### src/rtl/usb_utmi_pkg.sv
// Shared UTMI types and Full-Speed receive constants.
package usb_utmi_pkg;

    typedef enum logic [1:0] {
        LS_SE0 = 2'b00,
        LS_J   = 2'b01,
        LS_K   = 2'b10,
        LS_SE1 = 2'b11
    } utmi_line_state_t;

    typedef enum logic [2:0] {
        RX_IDLE,
        RX_SYNC,
        RX_DATA,
        RX_EOP,
        RX_ABORT
    } usb_fs_rx_state_t;

    localparam int unsigned USB_FS_STUFF_LEN      = 6;
    localparam int unsigned USB_FS_SYNC_MIN_ZEROS = 3;

    function automatic logic is_jk(input logic [1:0] ls);
        return (ls == LS_J) || (ls == LS_K);
    endfunction

endpackage

### src/rtl/usb_fs_dpll.sv
// Line-state recovery: pin synchroniser, stability filter and bit-timing phase counter.
module usb_fs_dpll
    import usb_utmi_pkg::*;
#(
    parameter int unsigned OSR         = 4,
    parameter int unsigned SYNC_STAGES = 2,
    parameter int unsigned FILT_LEN    = 2
) (
    input  logic       clk,
    input  logic       rst,
    input  logic       dp_rx,
    input  logic       dn_rx,
    output logic [1:0] line_state,
    output logic       bit_stb
);

    localparam int unsigned SYNC_W = 2 * SYNC_STAGES;
    localparam int unsigned CNT_W  = $clog2(FILT_LEN + 1);
    localparam int unsigned PH_W   = $clog2(OSR);

    logic [SYNC_W-1:0] sync_q;
    logic [1:0]        synced;
    logic [1:0]        cand_q, cand_d;
    logic [CNT_W-1:0]  cnt_q, cnt_d, run;
    logic [1:0]        ls_d;
    logic [PH_W-1:0]   phase_q, phase_d;
    logic              jk_change;

    assign synced = sync_q[SYNC_W-1 -: 2];
    assign run    = (synced == cand_q) ? cnt_q + CNT_W'(1) : CNT_W'(1);

    // Accept a new line state only after FILT_LEN identical differing samples
    always_comb begin
        ls_d   = line_state;
        cand_d = cand_q;
        cnt_d  = cnt_q;
        if (synced == line_state) begin
            cnt_d = '0;
        end else if (run >= CNT_W'(FILT_LEN)) begin
            ls_d  = synced;
            cnt_d = '0;
        end else begin
            cand_d = synced;
            cnt_d  = run;
        end
    end

    // Only J<->K edges carry timing; SE0 edges leave the phase alone
    always_comb begin
        jk_change = is_jk(ls_d) && is_jk(line_state) && (ls_d != line_state);
        if (jk_change || (phase_q == PH_W'(OSR - 1))) begin
            phase_d = '0;
        end else begin
            phase_d = phase_q + PH_W'(1);
        end
    end

    always_ff @(posedge clk) begin
        if (rst) begin
            sync_q     <= '0;
            cand_q     <= LS_SE0;
            cnt_q      <= '0;
            line_state <= LS_SE0;
            phase_q    <= '0;
            bit_stb    <= 1'b0;
        end else begin
            sync_q     <= {sync_q[SYNC_W-3:0], dn_rx, dp_rx};
            cand_q     <= cand_d;
            cnt_q      <= cnt_d;
            line_state <= ls_d;
            phase_q    <= phase_d;
            bit_stb    <= (phase_d == PH_W'(OSR / 2));
        end
    end

endmodule

### src/rtl/usb_fs_rx.sv
// Full-Speed receive path: NRZI decode, SYNC/EOP detection, unstuffing and byte assembly.
module usb_fs_rx
    import usb_utmi_pkg::*;
#(
    parameter int unsigned OSR         = 4,
    parameter int unsigned SYNC_STAGES = 2,
    parameter int unsigned FILT_LEN    = 2
) (
    input  logic       clk,
    input  logic       rst,
    input  logic       dp_rx,
    input  logic       dn_rx,
    input  logic       rx_en,
    output logic [1:0] line_state,
    output logic       rx_active,
    output logic       rx_valid,
    output logic [7:0] rx_data,
    output logic       rx_error
);

    usb_fs_rx_state_t state_q, state_d;
    logic [1:0] prev_q, prev_d;
    logic [2:0] zero_q, zero_d;
    logic [2:0] ones_q, ones_d;
    logic [2:0] bitc_q, bitc_d;
    logic [7:0] shreg_q, shreg_d;
    logic       bit_stb;
    logic       nrzi_bit;
    logic       byte_done;
    logic       err_evt;
    logic       rx_active_d, rx_valid_d, rx_error_d;
    logic [7:0] rx_data_d;

    usb_fs_dpll #(
        .OSR        (OSR),
        .SYNC_STAGES(SYNC_STAGES),
        .FILT_LEN   (FILT_LEN)
    ) u_dpll (
        .clk       (clk),
        .rst       (rst),
        .dp_rx     (dp_rx),
        .dn_rx     (dn_rx),
        .line_state(line_state),
        .bit_stb   (bit_stb)
    );

    assign nrzi_bit = (line_state == prev_q);

    always_ff @(posedge clk) begin
        if (rst) begin
            state_q   <= RX_IDLE;
            prev_q    <= LS_SE0;
            zero_q    <= '0;
            ones_q    <= '0;
            bitc_q    <= '0;
            shreg_q   <= '0;
            rx_active <= 1'b0;
            rx_valid  <= 1'b0;
            rx_data   <= 8'h00;
            rx_error  <= 1'b0;
        end else begin
            state_q   <= state_d;
            prev_q    <= prev_d;
            zero_q    <= zero_d;
            ones_q    <= ones_d;
            bitc_q    <= bitc_d;
            shreg_q   <= shreg_d;
            rx_active <= rx_active_d;
            rx_valid  <= rx_valid_d;
            rx_data   <= rx_data_d;
            rx_error  <= rx_error_d;
        end
    end

    // Next state and datapath, advanced once per recovered bit
    always_comb begin
        state_d   = state_q;
        prev_d    = prev_q;
        zero_d    = zero_q;
        ones_d    = ones_q;
        bitc_d    = bitc_q;
        shreg_d   = shreg_q;
        byte_done = 1'b0;
        err_evt   = 1'b0;
        if (bit_stb) begin
            unique case (state_q)
                RX_IDLE: begin
                    if (line_state == LS_K) begin
                        state_d = RX_SYNC;
                        zero_d  = '0;
                        prev_d  = LS_K;
                    end
                end
                RX_SYNC: begin
                    if (line_state == LS_SE0) begin
                        state_d = RX_IDLE;
                    end else begin
                        prev_d = line_state;
                        if (!nrzi_bit) begin
                            if (zero_q != 3'd7) zero_d = zero_q + 3'd1;
                        end else if (zero_q >= 3'(USB_FS_SYNC_MIN_ZEROS)) begin
                            state_d = RX_DATA;
                            ones_d  = 3'd1;
                            bitc_d  = '0;
                        end else begin
                            state_d = RX_IDLE;
                        end
                    end
                end
                RX_DATA: begin
                    if (line_state == LS_SE0) begin
                        state_d = RX_EOP;
                        err_evt = (bitc_q >= 3'd2);
                    end else begin
                        prev_d = line_state;
                        if (ones_q == 3'(USB_FS_STUFF_LEN)) begin
                            if (nrzi_bit) begin
                                err_evt = 1'b1;
                                state_d = RX_ABORT;
                            end else begin
                                ones_d = '0;
                            end
                        end else begin
                            shreg_d   = {nrzi_bit, shreg_q[7:1]};
                            ones_d    = nrzi_bit ? ones_q + 3'd1 : 3'd0;
                            bitc_d    = bitc_q + 3'd1;
                            byte_done = (bitc_q == 3'd7);
                        end
                    end
                end
                RX_EOP: begin
                    if (line_state == LS_J) begin
                        state_d = RX_IDLE;
                    end else if (line_state == LS_K) begin
                        err_evt = 1'b1;
                        state_d = RX_ABORT;
                    end
                end
                RX_ABORT: begin
                    if (line_state == LS_J) state_d = RX_IDLE;
                end
                default: state_d = RX_IDLE;
            endcase
        end
        if (!rx_en) state_d = RX_IDLE;
    end

    // Output next values; an error always discards a coincident byte
    always_comb begin
        rx_error_d  = err_evt & rx_en;
        rx_valid_d  = byte_done & rx_en & ~err_evt;
        rx_data_d   = rx_valid_d ? shreg_d : rx_data;
        rx_active_d = (state_d == RX_DATA) || (state_d == RX_EOP) || (state_d == RX_ABORT);
    end

endmodule

### config.mk
export PLATFORM = sky130hd
export DESIGN_NAME = usb_fs_rx
export DESIGN_NICKNAME = d
export VERILOG_FILES = /design/src/rtl/usb_utmi_pkg.sv /design/src/rtl/usb_fs_dpll.sv /design/src/rtl/usb_fs_rx.sv
export SDC_FILE = /design/constraint.sdc
export NUM_CORES = 1
export LEC_CHECK = 0
export BUFFER_PORTS_ARGS = -buffer_cell sky130_fd_sc_hd__buf_2
export CAP_MARGIN = 20
export CORE_MARGIN = 2
export CORE_UTILIZATION = 40
export DETAILED_ROUTE_END_ITERATION = 8
export PLACE_DENSITY_LB_ADDON = 0.1
export SLEW_MARGIN = 20
export SYNTH_ARGS = -nofsm -noshare
export SYNTH_HDL_FRONTEND = slang
export SYNTH_SLANG_ARGS = --single-unit
### constraint.sdc
create_clock -name clk -period 2.7 [get_ports clk]
set_input_delay 0.27 -clock clk [delete_from_list [all_inputs] [get_ports clk]]
set_output_delay 0.27 -clock clk [all_outputs]
set_load 0.05 [all_outputs]
# After elaboration in Yosys (flattened, before gate mapping)
# Index checks and enable logic that the tools add are counted.
# classes
addsub	5
magnitude_cmp	3
eq_ne	30
mux	54
bitwise_logic	6
reduce_logical	19
# ops
cell	count
$mux W3	27
$mux W8	4
$ne A2 B2 Y1 const B	9
$pmux W3 S2	3
$pmux W3 S5	1
$mux W2	7
$reduce_and A7 Y1	2
$eq A3 B2 Y1 const B	4
$eq A3 B3 Y1 const B	4
$mux W1	10
$add A3 B1 Y3 const B	3
$eq A2 B2 Y1 const B	4
$eq A2 B2 Y1	3
$ge A3 B2 Y1 const B	2
$ne A3 B3 Y1 const B	2
$reduce_and A6 Y1	1
$reduce_bool A2 Y1	3
$logic_or A1 B1 Y1	5
$add A2 B1 Y2 const B	2
$eq A2 B1 Y1 const B	2
$pmux W2 S2	1
$reduce_and A4 Y1	1
$and A1 B1 Y1	3
$eq A3 B1 Y1 const B	1
other kinds (10)	13
# word_totals
regBits	46
in_bits	5
out_inout_bits	13
wordCells	133

# Logic depth before layout (Yosys ltp)
# Gate-level depths: netlist of the first run.
# depth
depth_word	12
depth_mapped	8
depth_no_buf	7

# Cells and area by module
# Synthesis of the first run repeated with hierarchy kept, for this count alone.
# hier_totals
cells_unflattened	268
area_unflattened_um2	2328.5
# modules_own_cells
mod	n_inst	cells_per_inst	area_per_inst_um2	seq_area_each_um2
usb_fs_rx	1	214	1742.9	640.6
usb_fs_dpll	1	54	585.6	260.2

# Worst setup path before layout of the first run
# No wires, ideal clock.
# synth_path
kind	register -> register
start	reg u_dpll.line_state[0]
end	reg rx_active
setup_time_ns	0.134
arrival_time_ns	2.663
required_ns	2.566
path_slack_ns	-0.097
path_stages_with_launch	9
n_path_buf	1
period_less_slack_ns	2.797
cell_sequence	dfxtp_1 inv_1 ha_1 clkbuf_1 or4b_1 or4_1 a21oi_1 or3_1 o31ai_1
# synth_via
elab_chain_cells	10
elab_cells_between_ends	21
classes_between	6 x eq/ne; 12 x mux; 3 x reduce/logical
# synth_rtl
item	line	rtl
start: declaration	usb_fs_dpll.sv:13	output logic [1:0] line_state,
start signal: assignment	usb_fs_dpll.sv:70	line_state <= ls_d;
$eq A2 B2 Y1	usb_fs_rx.sv:47	assign nrzi_bit = (line_state == prev_q);
$mux W3	usb_fs_rx.sv:117	if (nrzi_bit) begin
$mux W3	usb_fs_rx.sv:116	if (ones_q == 3'(USB_FS_STUFF_LEN)) begin
$mux W3	usb_fs_rx.sv:111	if (line_state == LS_SE0) begin
$pmux W3 S5 (*)	usb_fs_rx.sv:86	unique case (state_q)
$mux W3 (*)	usb_fs_rx.sv:85	if (bit_stb) begin
$mux W3 (*)	usb_fs_rx.sv:145	if (!rx_en) state_d = RX_IDLE;
$eq A3 B2 Y1	usb_fs_rx.sv:153	rx_active_d = (state_d == RX_DATA) || (state_d == RX_EOP) || (state_d == RX_ABORT);
$logic_or A1 B1 Y1	usb_fs_rx.sv:153	
$logic_or A1 B1 Y1 (*)	usb_fs_rx.sv:153	
end signal: assignment	usb_fs_rx.sv:68	rx_active <= rx_active_d;
end: declaration	usb_fs_rx.sv:15	output logic rx_active,
# Every way passes the cells marked *; elsewhere a longest branch is shown, timed or not.
# A chain may end at the register's enable or synchronous reset.

# Final worst setup path of the first run
# layout_path
start	reg u_dpll.line_state[0]
end	reg bitc_q[1]
# layout_via
elab_chain_cells	3
elab_cells_between_ends	6
classes_between	4 x eq/ne; 2 x reduce/logical
# layout_rtl
item	line	rtl
$eq A2 B2 Y1 / $logic_not A2 Y1 (equally long branches)	usb_fs_rx.sv:47, usb_fs_rx.sv:95, usb_fs_rx.sv:111	
$ne A2 B2 Y1 (no source line)	n/a	
$reduce_and A7 Y1 (no source line) (*)	n/a	
end signal: assignment	usb_fs_rx.sv:66	bitc_q <= bitc_d;
end: declaration	usb_fs_rx.sv:25	logic [2:0] bitc_q, bitc_d;
# Marked as above.

==> run metrics, run 1 <==
cell area after synthesis 0.002168 sq mm; area grow syn2layout 12.87%; Slew Viols, Final 0; CTS max path bufs 2; Setup crit end kind flip-flop; largest net degree at the start of global routing 39; Period Utilization, post-route 0.8844; core area approximately 0.0052 sq mm; WHS Endpoint u_dpll.sync_q[0]; total length of routed wires 4333 um; clk_skew 8.656 ps; leading area contributor after synthesis dfxtp_1; hold bufs inserted after CTS 0; Post-synth EDFFs 0; status finished, final reports clean; # IOs 18; initial antenna violation count 0; nets 279; critical path fanouts, max 7; DRC Markers 0; CTS tree yes; Worst-Margin Slew a little under 700 ps; CP Data Required Time 2850 ps; family with the most delay on the worst path simple AND/OR/NAND/NOR gates; Slew headroom 0.5485; vias per cell 5.084; worst skew pair latency 300 ps; vias in the first global route around 1600; synth warn 0; post_cts resized 0; Synthesized Nets 262; crit path DAT 2540 ps; Design Area, Final 0.002447 sq mm; critical path type flip-flop to flip-flop; critical path's largest stage delay 570 ps; fraction of layout cells with a size suffix above 1 0.1515; All-Layer GR Usage 0.1560; HP Start dp_rx; Num CTS Buffers 5; number of cells on the worst hold path 2; Buffers & Inverters on Critical Path 1; Post-DRT Antenna Nets 0; post-route minimum period 2388 ps; die height 77.63 um; Leakage Power about 1.0 nW; Root Driver clkbuf_8; crit-path cells inv_1 > ha_1 > or4b_1 > nor4_1 > o21ai_0 > nand2_1 > a21oi_1; TritonCTS sink count 45; peak supply drop 0.0002663 V; Yosys reg bits 45; PwrDens about 520 mW/mm^2; row count 26; f_max 0.4188 GHz; Antenna Diode Count 0; HP Class primary input to flip-flop; Worst R2R Path Depth 7; DP HPWL around 3000 um; Initial Utilization 0.4192; Avg Cell Area, Syn 8.814 sq um; Critical-path top delay cell nor4_1; gpl congestion 0.8056; global route overflow 0; vias 1698; final hold violations 0; DRT Pass-1 Iters 4; MaxCap Viol Count 0; synth unique cells 46; final setup TNS 0 ps; sequential fraction of the synthesis area 0.4155; Avg WL per Cell 12.97 um; Register-to-Register Setup Slack 310 ps; first-pass GRT wire length 7603 um; 1st-iter DRT viols 69; placed instance area 0.002335 sq mm; Synth area leaders dfxtp_1 42%, mux2i_1 7.4%, ha_1 6.3%; IO Port Bufs 17; CP Launch Type flip-flop; Synth top area share 0.4155; Post-synth top flop dfxtp_1; Setup Buffers After CTS 0; unrepaired setup endpoints after global routing no; Post-synth ARST share 0; Worst R2R End bitc_q[1]; Syn Inst Count 246; width of the die just under 80 um; FF-to-FF Start u_dpll.line_state[0]; Clock Pin Slew Worst Setup and Hold Paths ~90 ps; DIE AREA between 0.006 and 0.007 sq mm; Final setup viols 0; H-tree depth 2
==> synthesized netlist by cell type, drive strengths merged (3+ instances only) <==
| cell type | count |
|---|---|
| inv | 9 |
| nor3b | 4 |
| nand2 | 19 |
| nor3 | 6 |
| nor2 | 27 |
| clkbuf | 11 |
| dfxtp | 45 |
| nand3 | 8 |
| xnor2 | 3 |
| xor2 | 4 |
| and2 | 4 |
| nor2b | 7 |
| o21ai | 7 |
| or3b | 3 |
| nor4 | 4 |
| a21oi | 18 |
| ha | 11 |
| nand2b | 5 |
| o2111ai | 3 |
| o31ai | 4 |
| mux2i | 16 |
==> flip-flops by register name, indices dropped and copies added (netlist names) <==
register and count:
rx_data 8, shreg_q 7, u_dpll.sync_q 4, bitc_q 3
ones_q 3, state_q 3, zero_q 3, prev_q 2
u_dpll.cand_q 2, u_dpll.cnt_q 2, u_dpll.line_state 2, u_dpll.phase_q 2
rx_active 1, rx_error 1, rx_valid 1, u_dpll.bit_stb 1
==> metrics by stage <==
stage | hold WS (ps) | setup WS [ps] | power (mW) | instances | utilization
after global placement | 426.7 | 364.6 | 0.7842 | 326 | 0.4514
after floorplan | 398.2 | 156.6 | 0.7597 | 246 | -
after detailed placement | 427.5 | 337.0 | 0.7831 | 326 | 0.4514
final | 182.2 | 312.0 | 1.281 | 334 | 0.4731
after global routing | 191.9 | 109.7 | 1.342 | 334 | 0.4731
after CTS | 171.3 | 308.4 | 1.302 | 334 | 0.4731
==> cells by family (layout without fill, tap and decap cells) <==
kind of cell / count (synthesis) / in the layout / synth area share
other: 1 / 1 / 0.001729
adder cells (fa/ha/maj): 11 / 11 / 0.06347
XOR/XNOR: 7 / 7 / 0.02828
AND/OR/NAND/NOR: 100 / 100 / 0.2418
multiplexers: 16 / 16 / 0.07386
flip-flops: 45 / 45 / 0.4155
AO/OA/AOI/OAI: 44 / 44 / 0.1350
buffers and inverters: 22 / 40 / 0.04039
==> routing by layer <==
metal  routed length, um  vias to the layer above  part of all wire  global-route usage
li1                    -                      900                 -                   -
met1                2277                      775              0.53              0.2172
met2                1893                       17              0.44              0.2414
met3                 110                        6             0.025             0.03256
met4                  52                        0             0.012             0.04821
met5                   0                        -                 0                   0
==> worst max path at each step <==
| stage | from | to | slack [ps] | depth (start not counted) |
|---|---|---|---|---|
| floorplan | u_dpll.line_state[0] | rx_active | 160 | 8 |
| global placement | u_dpll.line_state[0] | bitc_q[1] | 360 | 7 |
| detailed placement | u_dpll.line_state[0] | bitc_q[0] | 340 | 7 |
| CTS | u_dpll.line_state[0] | bitc_q[1] | 310 | 7 |
| global route | u_dpll.line_state[0] | bitc_q[1] | 110 | 7 |
| finish | u_dpll.line_state[0] | bitc_q[1] | 310 | 7 |
==> layout by cell type (no fill, tap or decap), types with 2 or more instances in the layout <==
cell | synthesis | routed
or3b_2 | 2 | 2
mux2i_1 | 16 | 16
a21oi_1 | 18 | 18
dfxtp_2 | 0 | 2
xnor2_1 | 3 | 3
xor2_1 | 4 | 4
nor4_1 | 4 | 4
clkbuf_8 | 0 | 5
inv_1 | 9 | 9
o31ai_1 | 4 | 4
o21ai_0 | 7 | 7
buf_4 | 1 | 6
nor2_1 | 27 | 27
nand2_1 | 19 | 19
nand2b_1 | 5 | 5
nor3b_1 | 4 | 4
nor3_1 | 6 | 6
nand4_1 | 2 | 2
buf_2 | 1 | 17
nand3_1 | 8 | 8
o2111ai_1 | 3 | 3
and3_1 | 2 | 2
ha_1 | 11 | 11
nor2b_1 | 7 | 7
o22ai_1 | 2 | 2
or2_2 | 2 | 2
dfxtp_1 | 45 | 43
and2_1 | 4 | 4
==> layout make-up <==
class	instances	area [sq um]
fillers	509	2725
multi-input cells	179	1180
flip-flops and latches	45	903.4
repair buffers	23	130.1
well taps	70	87.58
clock buffers	5	68.82
clock inverters	3	43.79
inverters	9	33.78
==> report_power, final <==
part	leakage [nW]	total, mW	switching (mW)	internal [mW]
clock	0.0585	0.514	0.237	0.278
sequential	0.365	0.688	0.0121	0.676
combinational	0.577	0.0787	0.0494	0.0293
(Power assumes the default switching activity.)
==> run 2: changes to the inputs <==
==> constraint.sdc (replaced) <==
create_clock -name clk -period 2.6 [get_ports clk]
set_input_delay 0.26 -clock clk [delete_from_list [all_inputs] [get_ports clk]]
set_output_delay 0.26 -clock clk [all_outputs]
set_load 0.05 [all_outputs]
==> run 2 against run 1 <==
Flip-flop and latch count did not move; sequential power rose by 3.3%; register-to-register slack barely moved; clock power rose by 3%; critical path type unchanged.
==> run metrics, run 2 (synthesized netlist as in run 1, its figures left out) <==
initial antenna violation count 0 (unchanged); critical path fanouts, max 7 (unchanged); MaxCap Viol Count 0 (unchanged); Post-DRT Antenna Nets 0 (unchanged); fill count 512 (was 509); first-pass GRT wire length 7576 um (was 7603 um); HP Start dp_rx (unchanged); CP Data Required Time 2770 ps (was 2850 ps); area grow syn2layout 14.25% (was 12.87%); unrepaired setup endpoints after global routing no (unchanged); DP HPWL 3080 um (was 2985 um); global route overflow 0 (unchanged); family with the most delay on the worst path simple AND/OR/NAND/NOR gates (unchanged); H-tree depth 2 (unchanged); Period Utilization, post-route 0.8758 (was 0.8844); total length of routed wires 4424 um (was 4333 um); number of cells on the worst hold path 2 (unchanged); Critical-path top delay cell or4_1 (was nor4_1); DIE AREA 0.006026 sq mm (unchanged); # IOs 18 (unchanged); Root Driver clkbuf_8 (unchanged); peak supply drop 0.0003649 V (was 0.0002663 V); biggest regs rx_data x8, shreg_q x7, u_dpll.sync_q x4 (unchanged); Avg WL per Cell 13.09 um (was 12.97 um); Design Area, Final 0.002477 sq mm (was 0.002447 sq mm); Setup crit end kind flip-flop (unchanged); post_cts resized 0 (unchanged); critical path type flip-flop to flip-flop (unchanged); DRC Markers 0 (unchanged); width of the die 77.63 um (unchanged); vias 1763 (was 1698); leading cell type in the layout, fill and taps excluded dfxtp_1 (unchanged); largest net degree at the start of global routing 39 (unchanged); 1st-iter DRT viols 198 (was 69); Final setup viols 0 (unchanged); Slew Viols, Final 0 (unchanged); Slew headroom 0.5326 (was 0.5485); final setup TNS 0 ps (unchanged); post-route minimum period 2277 ps (was 2388 ps); Num CTS Buffers 5 (unchanged); TritonCTS sink count 45 (unchanged); critical path depth 7 (unchanged); die height 77.63 um (unchanged); final hold violations 0 (unchanged); PwrDens 535.9 mW/mm^2 (was 523.4 mW/mm^2); Leakage Power 1.022 nW (was 1.001 nW); fraction of layout cells with a size suffix above 1 0.1642 (was 0.1515); Worst-Margin Slew 701.2 ps (was 677.3 ps); Buffers & Inverters on Critical Path 1 (unchanged); worst skew pair latency 300 ps (about the same); nets 283 (was 279); vias per cell 5.216 (was 5.084); placed instance area 0.002365 sq mm (was 0.002335 sq mm); max FFs per register 8 (unchanged); hold bufs inserted after CTS 0 (unchanged); clk_skew 6.853 ps (was 8.656 ps); row count 26 (unchanged); Initial Utilization 0.4192 (unchanged); All-Layer GR Usage 0.1576 (was 0.1560); crit-path cells inv_1 > ha_1 > or4b_1 > or4_1 > a21oi_1 > or3_1 > o31ai_1 (was inv_1 > ha_1 > or4b_1 > nor4_1 > o21ai_0 > nand2_1 > a21oi_1); Setup Buffers After CTS 0 (unchanged); CTS max path bufs 2 (unchanged); vias in the first global route 1565 (was 1602); status finished, final reports clean (unchanged); f_max 0.4392 GHz (was 0.4188 GHz); crit path DAT 2440 ps (was 2540 ps); critical path's largest stage delay 540 ps (was 570 ps); DRT Pass-1 Iters 4 (unchanged); Largest Register rx_data (unchanged); most frequent cells in the layout 43 x dfxtp_1, 27 x nor2_1, 19 x nand2_1 (unchanged); Clock Pin Slew Worst Setup and Hold Paths 80 ps (was 90 ps); gpl congestion 0.7880 (was 0.8056); CP startpoint u_dpll.line_state[0] (unchanged); core area 0.005172 sq mm (unchanged); HP Class primary input to flip-flop (unchanged); Antenna Diode Count 0 (unchanged); Worst R2R Path Depth 7 (unchanged); CTS tree yes (unchanged); FF-to-FF Start u_dpll.line_state[0] (unchanged); IO Port Bufs 17 (unchanged); CP Launch Type flip-flop (unchanged)
==> run 2: routing by layer <==
layer	wire length, um	track usage	up-vias
met5	0	0	-
met4	56	0.06429	0
met3	212	0.03488	4
met2	1918	0.2284	38
met1	2236	0.2250	808
li1	-	-	913
==> run 2: worst paths after layout <==
kind | to | slack [ps]
worst min-delay path | u_dpll.sync_q[0] | 180
worst max register to register | rx_active | 320
worst max-delay path | rx_active | 320
worst min register to register | u_dpll.sync_q[2] | 450
==> run 2: report_power, final <==
| part | internal (mW) | switching [mW] | total [mW] |
|---|---|---|---|
| Combinational | 0.0310 | 0.0556 | 0.0866 |
| Sequential | 0.702 | 0.00933 | 0.711 |
| Clock | 0.288 | 0.242 | 0.530 |
| Total | 1.02 | 0.307 | 1.33 |
==> run 2: worst reg2reg max path: cells and delay by family (launching register included) <==
kind                       cells  cell delay (ps)
AOI/OAI and AO/OA              2              230
adders and majority gates      1              220
buffers and inverters          1              110
DFF                            1              410
and+or+nand+nor                3             1190
==> run 2: layout make-up <==
class                           instances  area (sq um)  share of cell area
Clock buffer                            5         68.82             0.02778
Clock inverter                          3         43.79             0.01768
Inverter                                9         33.78             0.01364
Multi-Input combinational cell        179          1180              0.4763
Sequential cell                        45         903.4              0.3646
Tap cell                               70         87.58             0.03535
Timing Repair Buffer                   27         160.2             0.06465
==> run 2: per-stage QoR <==
step / util / power, mW / std cells / setup WS, ps / hold slack (ps)
5_1_grt: 0.4790 / 1.393 / 338 / 162.5 / 162.1
4_1_cts: 0.4790 / 1.350 / 338 / 313.9 / 165.5
2_1_floorplan: - / 0.7889 / 246 / 56.59 / 388.2
3_3_place_gp: 0.4572 / 0.8151 / 330 / 385.0 / 420.9
3_5_place_dp: 0.4572 / 0.8141 / 330 / 330.3 / 432.4
6_report: 0.4790 / 1.328 / 338 / 322.9 / 176.1
